**config.mk**
```make
export PLATFORM = sky130hd
export DESIGN_NAME = i2c_req_arbiter
export DESIGN_NICKNAME = d
export VERILOG_FILES = /design/src/rtl/i2c_req_arbiter.sv
export SDC_FILE = /design/constraint.sdc
export NUM_CORES = 1
export LEC_CHECK = 0
export CAP_MARGIN = 20
export CORE_MARGIN = 2
export CORE_UTILIZATION = 40
export CTS_CLUSTER_SIZE = 16
export DETAILED_ROUTE_END_ITERATION = 16
export GPL_ROUTABILITY_DRIVEN = 0
export GPL_TIMING_DRIVEN = 0
export PLACE_DENSITY = 0.69
export SETUP_SLACK_MARGIN = 0.5
export SYNTH_ARGS = -nofsm -noshare
export SYNTH_HDL_FRONTEND = slang
export SYNTH_SLANG_ARGS = --single-unit
```
**constraint.sdc**
```tcl
create_clock -name sys_clk -period 5.31 [get_ports sys_clk]
set_clock_uncertainty 0.1 [all_clocks]
set_input_delay 1.062 -clock sys_clk [delete_from_list [all_inputs] [get_ports sys_clk]]
set_output_delay 1.062 -clock sys_clk [all_outputs]
set_load 0.01 [all_outputs]
```
**src/rtl/i2c_req_arbiter.sv**
```systemverilog
// Round-robin arbiter sharing one I2C byte read/write controller between two requesters,
// with a post-transaction gap (EEPROM write time) and a per-transaction timeout watchdog.
module i2c_req_arbiter #(
    parameter int GAP_CYCLES     = 200_000,
    parameter int TIMEOUT_CYCLES = 1_000_000,
    parameter int CNT_W          = 20
) (
    input  logic        sys_clk,
    input  logic        sys_rst_n,

    input  logic        req0_valid,
    input  logic        req0_rw,
    input  logic [15:0] req0_addr,
    input  logic [7:0]  req0_wdata,
    output logic        req0_ready,
    output logic        req0_done,

    input  logic        req1_valid,
    input  logic        req1_rw,
    input  logic [15:0] req1_addr,
    input  logic [7:0]  req1_wdata,
    output logic        req1_ready,
    output logic        req1_done,

    output logic        req_err,
    output logic [7:0]  req_rdata,

    output logic        wr_en,
    output logic        rd_en,
    output logic        i2c_start,
    output logic [15:0] byte_addr,
    output logic [7:0]  wr_data,
    input  logic        i2c_end,
    input  logic [7:0]  rd_data,

    output logic        busy
);

    typedef enum logic [1:0] {
        ST_IDLE = 2'd0,
        ST_BUSY = 2'd1,
        ST_GAP  = 2'd2
    } state_t;

    localparam logic [CNT_W-1:0] GAP_LAST = CNT_W'(GAP_CYCLES - 1);
    localparam logic [CNT_W-1:0] TO_LAST  = CNT_W'(TIMEOUT_CYCLES - 1);

    state_t           state;
    logic             owner;       // 0 = req0, 1 = req1
    logic             last_grant;
    logic [CNT_W-1:0] gap_cnt;
    logic [CNT_W-1:0] to_cnt;

    // Winner for this cycle: sole requester, or on a tie the one not granted last time.
    logic        win;
    logic        win_rw;
    logic [15:0] win_addr;
    logic [7:0]  win_wdata;

    always_comb begin
        win = 1'b0;
        if (req0_valid && req1_valid)
            win = ~last_grant;
        else if (req1_valid)
            win = 1'b1;
        win_rw    = win ? req1_rw    : req0_rw;
        win_addr  = win ? req1_addr  : req0_addr;
        win_wdata = win ? req1_wdata : req0_wdata;
    end

    // NOTE: every register, counters included, takes an explicit async reset value so a
    // mid-transaction reset drops wr_en/rd_en at once and never leaves a stale done pulse.
    always_ff @(posedge sys_clk or negedge sys_rst_n) begin
        if (!sys_rst_n) begin
            state      <= ST_IDLE;
            owner      <= 1'b0;
            last_grant <= 1'b1;
            gap_cnt    <= '0;
            to_cnt     <= '0;
            req0_ready <= 1'b0;
            req1_ready <= 1'b0;
            req0_done  <= 1'b0;
            req1_done  <= 1'b0;
            req_err    <= 1'b0;
            req_rdata  <= 8'h00;
            wr_en      <= 1'b0;
            rd_en      <= 1'b0;
            i2c_start  <= 1'b0;
            byte_addr  <= 16'h0000;
            wr_data    <= 8'h00;
            busy       <= 1'b0;
        end else begin
            // NOTE: non-blocking assignments throughout; the defaults below make every
            // pulse output exactly one cycle wide unless a branch re-asserts it.
            i2c_start  <= 1'b0;
            req0_ready <= 1'b0;
            req1_ready <= 1'b0;
            req0_done  <= 1'b0;
            req1_done  <= 1'b0;
            req_err    <= 1'b0;

            case (state)
                ST_IDLE: begin
                    if (req0_valid || req1_valid) begin
                        owner      <= win;
                        last_grant <= win;
                        byte_addr  <= win_addr;
                        wr_data    <= win_wdata;
                        wr_en      <= ~win_rw;
                        rd_en      <= win_rw;
                        i2c_start  <= 1'b1;
                        req0_ready <= ~win;
                        req1_ready <= win;
                        to_cnt     <= '0;
                        busy       <= 1'b1;
                        state      <= ST_BUSY;
                    end
                end

                ST_BUSY: begin
                    // Normal completion takes precedence over a coincident timeout.
                    if (i2c_end || (to_cnt == TO_LAST)) begin
                        if (i2c_end && rd_en)
                            req_rdata <= rd_data;
                        req_err   <= ~i2c_end;
                        req0_done <= ~owner;
                        req1_done <= owner;
                        wr_en     <= 1'b0;
                        rd_en     <= 1'b0;
                        gap_cnt   <= '0;
                        state     <= ST_GAP;
                    end else begin
                        to_cnt <= to_cnt + 1'b1;
                    end
                end

                ST_GAP: begin
                    if (gap_cnt == GAP_LAST) begin
                        busy  <= 1'b0;
                        state <= ST_IDLE;
                    end else begin
                        gap_cnt <= gap_cnt + 1'b1;
                    end
                end

                default: begin
                    busy  <= 1'b0;
                    wr_en <= 1'b0;
                    rd_en <= 1'b0;
                    state <= ST_IDLE;
                end
            endcase
        end
    end

endmodule

```
==> key figures, run 1 <==
Critical path
  – CP required: 5500 ps
  – Crit-path cells: clkdlybuf4s50_1, a21boi_0, nor3b_1, buf_4, clkbuf_1, a222oi_1, inv_1
  – Crit Path Max Fanout: 10
  – CP endpoint kind: register
  – Critical-path top delay cell: nor3b_1
  – WP buf/inv: 4
  – CP Class: in2reg
  – Slowest stage delay, CP: 660 ps
  – CP startpoint kind: input port
  – Critical path's top delay family: buffers and inverters
  – CP arrival: roughly 3600 ps

Die
  – Die height: between 100 and 150 um
  – Row count: 36
  – Top-Level Pins: around 100
  – Initial core utilization: around 40%
  – Die footprint: roughly 11,000 sq um
  – Die X: between 100 and 150 um
  – Core Area: ~9800 sq um

Yosys
  – Post-synth EDFFs: 0
  – Share of flip-flops with an asynchronous set or reset: 100%
  – Post-synthesis cell type count: about 60
  – Mapped Area: around 4000 sq um
  – Sequential fraction of the synthesis area: 52.6%
  – #FFs+latches synth: 85
  – Mapped Avg Cell Area: roughly 10 sq um
  – Post-synth top flop: dfrtp_1
  – Synth Warn #: 0
  – Syn_nets: about 460
  – Cells after Synth: between 300 and 400

Layout
  – Antenna Cells: 0
  – Layout area overhead: 34.3%
  – Final #Nets: roughly 580
  – Most frequent cells in the layout: clkdlybuf4s50_1, dfrtp_1, inv_1, nand2_1, nor2_1
  – Commonest non-fill, non-tap cell in the layout: clkdlybuf4s50_1
  – Final non-filler cell total: 647
  – Post-route cell area: ~5400 sq um
  – Share of cells above drive strength 1: between 8 and 9%

Global routing
  – Number of global-route vias before repair: between 3,000 and 4,000
  – GR Util All Layers: around a fifth
  – First-pass GRT wire length: approximately 18 mm
  – Congestion Overflow GR: 0
  – Antenna violations before repair: 0
  – Largest net degree at the start of global routing: between 50 and 60

STA
  – Final Setup Violations: 0
  – Final Hold Viols: 0
  – RSZ-0062 raised after global routing: false
  – Worst slew pin tran: ~860 ps
  – Sum of negative setup slack: 0 ps
  – Minimum clock period after layout: about 3400 ps
  – Max Clk Rate: ~300 MHz
  – Final worst-path cycle share: between 60% and 70%
  – Max-slew headroom: 42.6%
  – Final-report max-slew violation count: 0

Detailed routing
  – Drt wl/cell: approximately 16 um
  – DR vias/cell: ~5.6
  – DRT iter0 DRCs: about 240
  – Routed vias: about 3,600
  – Antenna-violating nets left: 0
  – DRT Pass-1 Iters: 5
  – DRC viols: 0
  – Final wirelength: 10.5 mm

CTS
  – Hold Buf Count CTS: 0
  – Post-CTS Setup Repair Bufs: 0
  – H-tree depth: 3
  – Num CTS Buffers: 9
  – CTS tree: yes
  – Clock slew at reported path FFs: around 80 ps
  – Post-CTS Resized: 0
  – Clock latency on the worst-skew pair: 360 ps
  – Root Driver: clkbuf_8
  – Clock sink count: 85
  – Clk buf depth: 2

Place
  – Dpl hpwl: 7.66 mm
  – Port Buffer Count: 103
  – DP Cell Count: 632
  – DP Area: 5280 sq um

Job
  – Max cap viols: 0

Pwr
  – PwrDens: about 460 nW/um^2
  – Static Leak: ~2.3 nW
  – Overall power: ~2.5 mW
  – Worst VDD drop: 0.000221 V

Status
  – Status: completed

Worst hold path
  – HP Class: reg2reg
==> state kept, by name, indices dropped and copies added (netlist names), 2 cells and up <==
signal / flops
to_cnt: 20
req_rdata: 8
state: 2
byte_addr: 16
gap_cnt: 20
wr_data: 8
==> logic make-up (layout without fill, tap and decap cells) <==
group           Yosys count  count (layout)  synth area share, %
simple gates            133             133                 18.0
compound gates          107             107                 19.2
flops                    85              85                 52.6
buf+inv                  51             171                 5.38
mux                      13              13                 3.49
xor+xnor                  3               3                0.649
fa+ha+maj                 2               2                0.618
==> cells in the mapped netlist, types with 3 or more instances <==
library cell,n,share of area (%)
a21o_1,4,0.74
a21oi_1,19,2.4
a222oi_1,24,5.9
a31oi_1,9,1.4
and2_1,5,0.77
and3_1,5,0.77
buf_2,3,0.37
clkbuf_1,12,1.1
dfrtp_1,84,52
inv_1,30,2.8
mux2_2,9,2.5
mux2i_1,4,0.99
nand2_1,27,2.5
nand2b_1,3,0.46
nand3_1,14,1.7
nand4_1,8,1.2
nor2_1,25,2.3
nor2b_1,3,0.46
nor3_1,9,1.1
nor3b_1,3,0.56
nor4_1,8,1.2
o211ai_1,4,0.74
o21ai_0,19,2.4
o22a_1,3,0.65
o31ai_1,6,1.1
or3_1,4,0.62
or4_1,6,1.1
xor2_1,3,0.65
==> per-stage QoR <==
| stage | setup WS, ps | util, % | hold WS [ps] |
|---|---|---|---|
| 3_5_place_dp | 1490 | 53.7 | 376 |
| 3_3_place_gp | 24.2 | 53.4 | 368 |
| 4_1_cts | 1890 | 55.4 | 391 |
| 5_1_grt | 1660 | 55.4 | 409 |
| 2_1_floorplan | 2680 | - | 318 |
| 6_report | 1900 | 55.4 | 386 |
==> where the power goes <==
| group | internal, mW | switching (mW) |
|---|---|---|
| Combinational | 0.538 | 0.560 |
| Sequential | 0.856 | 0.146 |
| Clock | 0.169 | 0.229 |
| Total | 1.56 | 0.935 |
==> cell type report <==
type | count | area (sq um)
Buffer | 19 | 97.6
Clock buffer | 12 | 135
Clock inverter | 3 | 23.8
Fill cell | 924 | 4380
Inverter | 32 | 120
Multi-Input combinational cell | 258 | 1700
Sequential cell | 85 | 2130
Tap cell | 133 | 166
Timing Repair Buffer | 105 | 1060
==> final timing paths <==
path	endpoint	start	cells after the start	slack [ps]
hold / removal	gap_cnt[17]	gap_cnt[17]	1	390
max in group asynchronous	last_grant	sys_rst_n	2	3950
min in group asynchronous	to_cnt[13]	sys_rst_n	1	520
hold reg to reg	gap_cnt[17]	gap_cnt[17]	1	390
setup reg to reg	gap_cnt[10]	gap_cnt[0]	7	2570
setup / recovery	wr_data[2]	req1_valid	7	1900
==> per-layer routing <==
layer / wire length, um / GRT usage (%) / vias up
li1: - / - / 1714
met1: 4650 / 25.4 / 1775
met2: 5090 / 33.7 / 119
met3: 560 / 3.81 / 16
met4: 195 / 7.43 / 0
met5: 0 / 0 / -
Note: power is estimated with default switching activity, not from simulation.
==> run 2, diff against run 1 <==
clock period = 3.2 ns   (was 5.31 ns; I/O delays follow)
==> run 2 against run 1 <==
Effect of this change:
- non-clock buffer count is the same
- power grew 67%
- register-to-register slack lost 1900 ps
- largest cell class unchanged
==> key figures, run 2 (synthesis gave the netlist of run 1 again) <==
Status
  – Status: completed

Critical path
  – WP buf/inv: 4
  – Critical-path top delay cell: clkdlybuf4s50_1
  – CP Depth: 8
  – CP required: between 3000 and 4000 ps
  – FF-to-FF End: gap_cnt[10]
  – Slowest stage delay, CP: between 400 and 500 ps
  – Reg-to-reg setup timing slack: 700 ps
  – Crit-path cells: clkdlybuf4s50_1, nor2_1, or3_1, buf_4, nor2_2, clkbuf_1, a222oi_1, inv_1
  – Crit Path Max Fanout: 10
  – Worst flop-to-flop path startpoint: gap_cnt[0]
  – CP arrival: ~2700 ps
  – CP Class: in2reg
  – CP startpoint kind: input port
  – Register-to-Register Path Depth: 7
  – Critical path's top delay family: buffers and inverters
  – CP endpoint kind: register

STA
  – Max-slew headroom: between 50% and 60%
  – Final setup margin: 681 ps
  – Final Setup Violations: 0
  – Final worst-path cycle share: around 79%
  – Final-report max-slew violation count: 0
  – Minimum clock period after layout: roughly 2500 ps
  – Worst slew pin tran: 663 ps
  – WHS: around 100 ps
  – RSZ-0062 raised after global routing: false
  – Final Hold Viols: 0
  – Max Clk Rate: ~400 MHz

Global routing
  – Congestion Overflow GR: 0
  – First-pass GRT wire length: 17.6 mm
  – Number of global-route vias before repair: around 3,600
  – Antenna violations before repair: 0
  – Largest net degree at the start of global routing: 56
  – GR Util All Layers: 19.9%

Detailed routing
  – DRT iter0 DRCs: between 200 and 300
  – DRC viols: 0
  – DR vias/cell: 5.64
  – Final wirelength: 10.5 mm
  – DRT Pass-1 Iters: 6
  – Antenna-violating nets left: 0
  – Routed vias: between 3,000 and 4,000
  – Drt wl/cell: between 15 and 20 um

CTS
  – CTS tree: yes
  – Num CTS Buffers: 9
  – Post-CTS Setup Repair Bufs: 0
  – Clock latency on the worst-skew pair: between 300 and 400 ps
  – Clock sink count: 85
  – Root Driver: clkbuf_8
  – H-tree depth: 3
  – Clock slew at reported path FFs: approximately 90 ps
  – Clk buf depth: 2

Layout
  – Share of cells above drive strength 1: between 10% and 20%
  – FILL cells: a little over 900
  – Regs by FF count: gap_cnt x20, to_cnt x20, byte_addr x16
  – Layout area overhead: 35.3%
  – Commonest non-fill, non-tap cell in the layout: clkdlybuf4s50_1
  – Reg area: about 2100 sq um
  – Most frequent cells in the layout: clkdlybuf4s50_1, dfrtp_1, inv_1, nand2_1
  – Post-route cell area: approximately 5500 sq um
  – Final #Nets: between 500 and 600
  – Antenna Cells: 0
  – Area occupied by multi-input gates: between 1500 and 2000 sq um

Die
  – Die height: 105 um
  – Initial core utilization: 41.2%
  – Top-Level Pins: between 100 and 150
  – Die footprint: around 11,000 sq um
  – Die X: approximately 100 um
  – Core Area: around 10000 sq um
  – Row count: 36

Worst hold path
  – HP Class: in2async

Pwr
  – PwrDens: approximately 760 nW/um^2
  – Worst VDD drop: about 0.00037 V
  – Static Leak: ~2.3 nW

Place
  – DP Area: between 5000 and 6000 sq um
  – Dpl hpwl: approximately 7.7 mm
  – Place WS: -199 ps
  – Port Buffer Count: just over 100

Job
  – Max cap viols: 0
-- run 2: what timing repair did --
action / in CTS / in global routing
cloned: 0 / 0
gates resized for setup: 2 / 11
hold buffers: 0 / 0
endpoints found under the setup margin: 20 / 47
-- run 2: final cells by class --
| cell class | count | share of cell area, % |
|---|---|---|
| clock buffers | 12 | 2.47 |
| well taps | 133 | 3.04 |
| inverters | 32 | 2.19 |
| flip-flops and latches | 85 | 38.9 |
| multi-input cells | 258 | 31.7 |
| plain buffers | 19 | 1.81 |
| repair buffers | 105 | 19.4 |
| clock inverters | 3 | 0.434 |
-- run 2: worst register-to-register path, stage by stage (launching register included) --
cell	delay, ps
dfrtp_1	430
ha_1	250
and3_1	220
and3_1	230
a21oi_2	450
clkbuf_1	440
a21oi_1	140
a31oi_1	170
-- run 2: power breakdown --
| part | switching [mW] | internal (mW) | total, mW | leakage, nW |
|---|---|---|---|---|
| Sequential | 0.244 | 1.42 | 1.67 | 1.10 |
| Clock | 0.379 | 0.280 | 0.660 | 0.0727 |
| Combinational | 0.938 | 0.902 | 1.84 | 1.15 |
| Total | 1.56 | 2.60 | 4.17 | 2.33 |
-- run 2: how the worst max path moves through the flow --
stage,end,slack (ps),start
2_1_floorplan,to_cnt[15],910,to_cnt[0]
3_3_place_gp,gap_cnt[12],-1660,sys_rst_n
3_5_place_dp,wr_data[6],-200,req1_valid
4_1_cts,wr_data[6],510,req1_valid
5_1_grt,gap_cnt[7],530,gap_cnt[0]
6_report,byte_addr[5],680,req1_valid
-- run 2: routing by layer --
metal | GRT usage (%) | share of wire [%]
met4 | 7.43 | 1.9
met1 | 25.6 | 43
met5 | 0 | 0
met2 | 33.5 | 49
met3 | 3.87 | 5.9
-- run 2: metrics by stage --
stage | instances | power, mW | TNS, ps | utilization (%)
final | 647 | 4.17 | 0 | 55.8
after global placement | 630 | 3.45 | -145370 | 53.4
after detailed placement | 632 | 3.50 | -2980 | 53.7
after global routing | 647 | 4.45 | 0 | 55.8
after floorplan | 394 | 2.61 | 0 | -
after CTS | 647 | 4.18 | 0 | 55.5
==> run 3, diff against run 2 <==
clock period = 2.61 ns   (was 3.2 ns; I/O delays follow)
==> run 3 against run 2 <==
Effect of this change:
- the run now ends with negative hold slack left
- setup slack got worse by 400 ps
- sequential cell count stayed put
- wire length up 17%
- via count rose by 7.4%
- critical path depth down 1
- critical endpoint is now to_cnt[5]
==> key figures, run 3 (synthesis gave the netlist of run 1 again) <==
CTS
  – CTS tree: yes
  – Clock slew at reported path FFs: 90 ps
  – Hold Buf Count CTS: 0
  – Clk buf depth: 2
  – Root Driver: clkbuf_8
  – Clock latency on the worst-skew pair: between 300 and 400 ps
  – H-tree depth: 3
  – Num CTS Buffers: 9
  – Clock sink count: 85

STA
  – Final Hold Viols: 2
  – Final Setup Violations: 0
  – Minimum clock period after layout: 2330 ps
  – RSZ-0062 raised after global routing: true
  – Max-slew headroom: between 40% and 50%
  – Final-report max-slew violation count: 0
  – Final setup margin: between 200 and 300 ps
  – Sum of negative setup slack: 0 ps
  – Max Clk Rate: 429 MHz
  – WHS: -2.62 ps
  – Final worst-path cycle share: roughly nine tenths
  – Worst slew pin tran: 743 ps

Global routing
  – Congestion Overflow GR: 0
  – GR Util All Layers: about a fifth
  – Antenna violations before repair: 0
  – Largest net degree at the start of global routing: between 50 and 60
  – First-pass GRT wire length: ~19 mm
  – Number of global-route vias before repair: about 3,800

Detailed routing
  – DRC viols: 0
  – Routed vias: 3,920
  – DRT iter0 DRCs: 288
  – DR vias/cell: ~5.6
  – DRT Pass-1 Iters: 6
  – Final wirelength: 12.3 mm
  – Antenna-violating nets left: 0
  – Drt wl/cell: ~18 um

Place
  – DP Area: 5280 sq um
  – DP Cell Count: around 630
  – Dpl hpwl: between 7 and 8 mm
  – Port Buffer Count: approximately 100
  – Place WS: -867 ps

Layout
  – Final #Nets: roughly 620
  – Layout area overhead: 58.4%
  – Share of cells above drive strength 1: about 29%
  – Antenna Cells: 0
  – Regs by FF count: gap_cnt x20, to_cnt x20, byte_addr x16
  – Util after Layout: about two thirds
  – Final non-filler cell total: a little under 700
  – Commonest non-fill, non-tap cell in the layout: clkdlybuf4s50_1
  – FILL cells: roughly 800
  – Most frequent cells in the layout: clkdlybuf4s50_1, dfrtp_1, buf_4, inv_1, a222oi_1
  – Post-route cell area: 6410 sq um

Job
  – Max cap viols: 0

Die
  – Row count: 36
  – Initial core utilization: roughly two fifths
  – Die X: 105 um
  – Top-Level Pins: around 100
  – Die footprint: between 10,000 and 15,000 sq um
  – Core Area: just under 10,000 sq um
  – Die height: around 100 um

Critical path
  – Critical-path top delay cell: dfrtp_1
  – Crit-path cells: or3b_4, buf_6, nor4_4, buf_4, a31oi_4, o311ai_4, o21ai_1
  – CP Class: reg2reg
  – Slowest stage delay, CP: between 400 and 500 ps
  – Worst flop-to-flop path startpoint: to_cnt[15]
  – CP startpoint kind: register
  – CP required: approximately 2700 ps
  – Register-to-Register Path Depth: 7
  – Crit Path Max Fanout: 5
  – CP endpoint kind: register
  – Critical Path Source: to_cnt[15]
  – CP arrival: 2460 ps

Status
  – Status: finished with violations
  – Failing checks: negative hold slack

Worst hold path
  – HP Class: in2async

Pwr
  – Overall power: slightly above 6 mW
  – PwrDens: about 960 nW/um^2
  – Worst VDD drop: a little under 0.0005 V
  – Static Leak: approximately 2.7 nW
run 3: path summary, 6_finish.rpt:
| path | to | slack, ps |
|---|---|---|
| worst min register to register | gap_cnt[17] | 400 |
| min in group sys_clk | gap_cnt[17] | 400 |
| worst min-delay path | to_cnt[14] | -3 |
| max in group asynchronous | last_grant | 1770 |
| worst max register to register | to_cnt[5] | 280 |
| worst max-delay path | to_cnt[5] | 280 |
run 3: final cells by class:
cell class,instances,area [sq um],area share [%]
clock buffers,9,124,1.93
flip-flops and latches,85,2130,33.3
repair buffers,151,1500,23.4
clock inverters,7,81.3,1.27
plain buffers,19,165,2.58
well taps,133,166,2.60
inverters,32,128,1.99
multi-input cells,258,2110,33.0
run 3: critical path, delay by kind of cell (launching register included):
family	cells	cell delay, ps
AOI/OAI and AO/OA	3	630
buffers and inverters	2	310
DFF	1	410
and+or+nand+nor	2	750
run 3: per-layer routing:
layer  vias up  global-route usage, %  routed length (um)
met2       154                   36.6                6200
met4         0                   7.52                 249
met1      1941                   26.1                5130
li1       1806                      -                   -
met3        19                   4.74                 703
met5         -                      0                   0
run 3: power breakdown:
group          internal (mW)  switching [mW]  leakage, nW
clock                  0.456           0.514        0.101
combinational           1.64            1.51         1.53
sequential              1.74           0.316         1.10
total                   3.84            2.34         2.73
run 3: what timing repair did:
item | 4_1_cts | 5_1_grt
pin swaps | 14 | 25
gates resized for setup | 68 | 73
endpoints found under the setup margin | 73 | 54
setup buffers | 25 | 19
cloned | 2 | 1
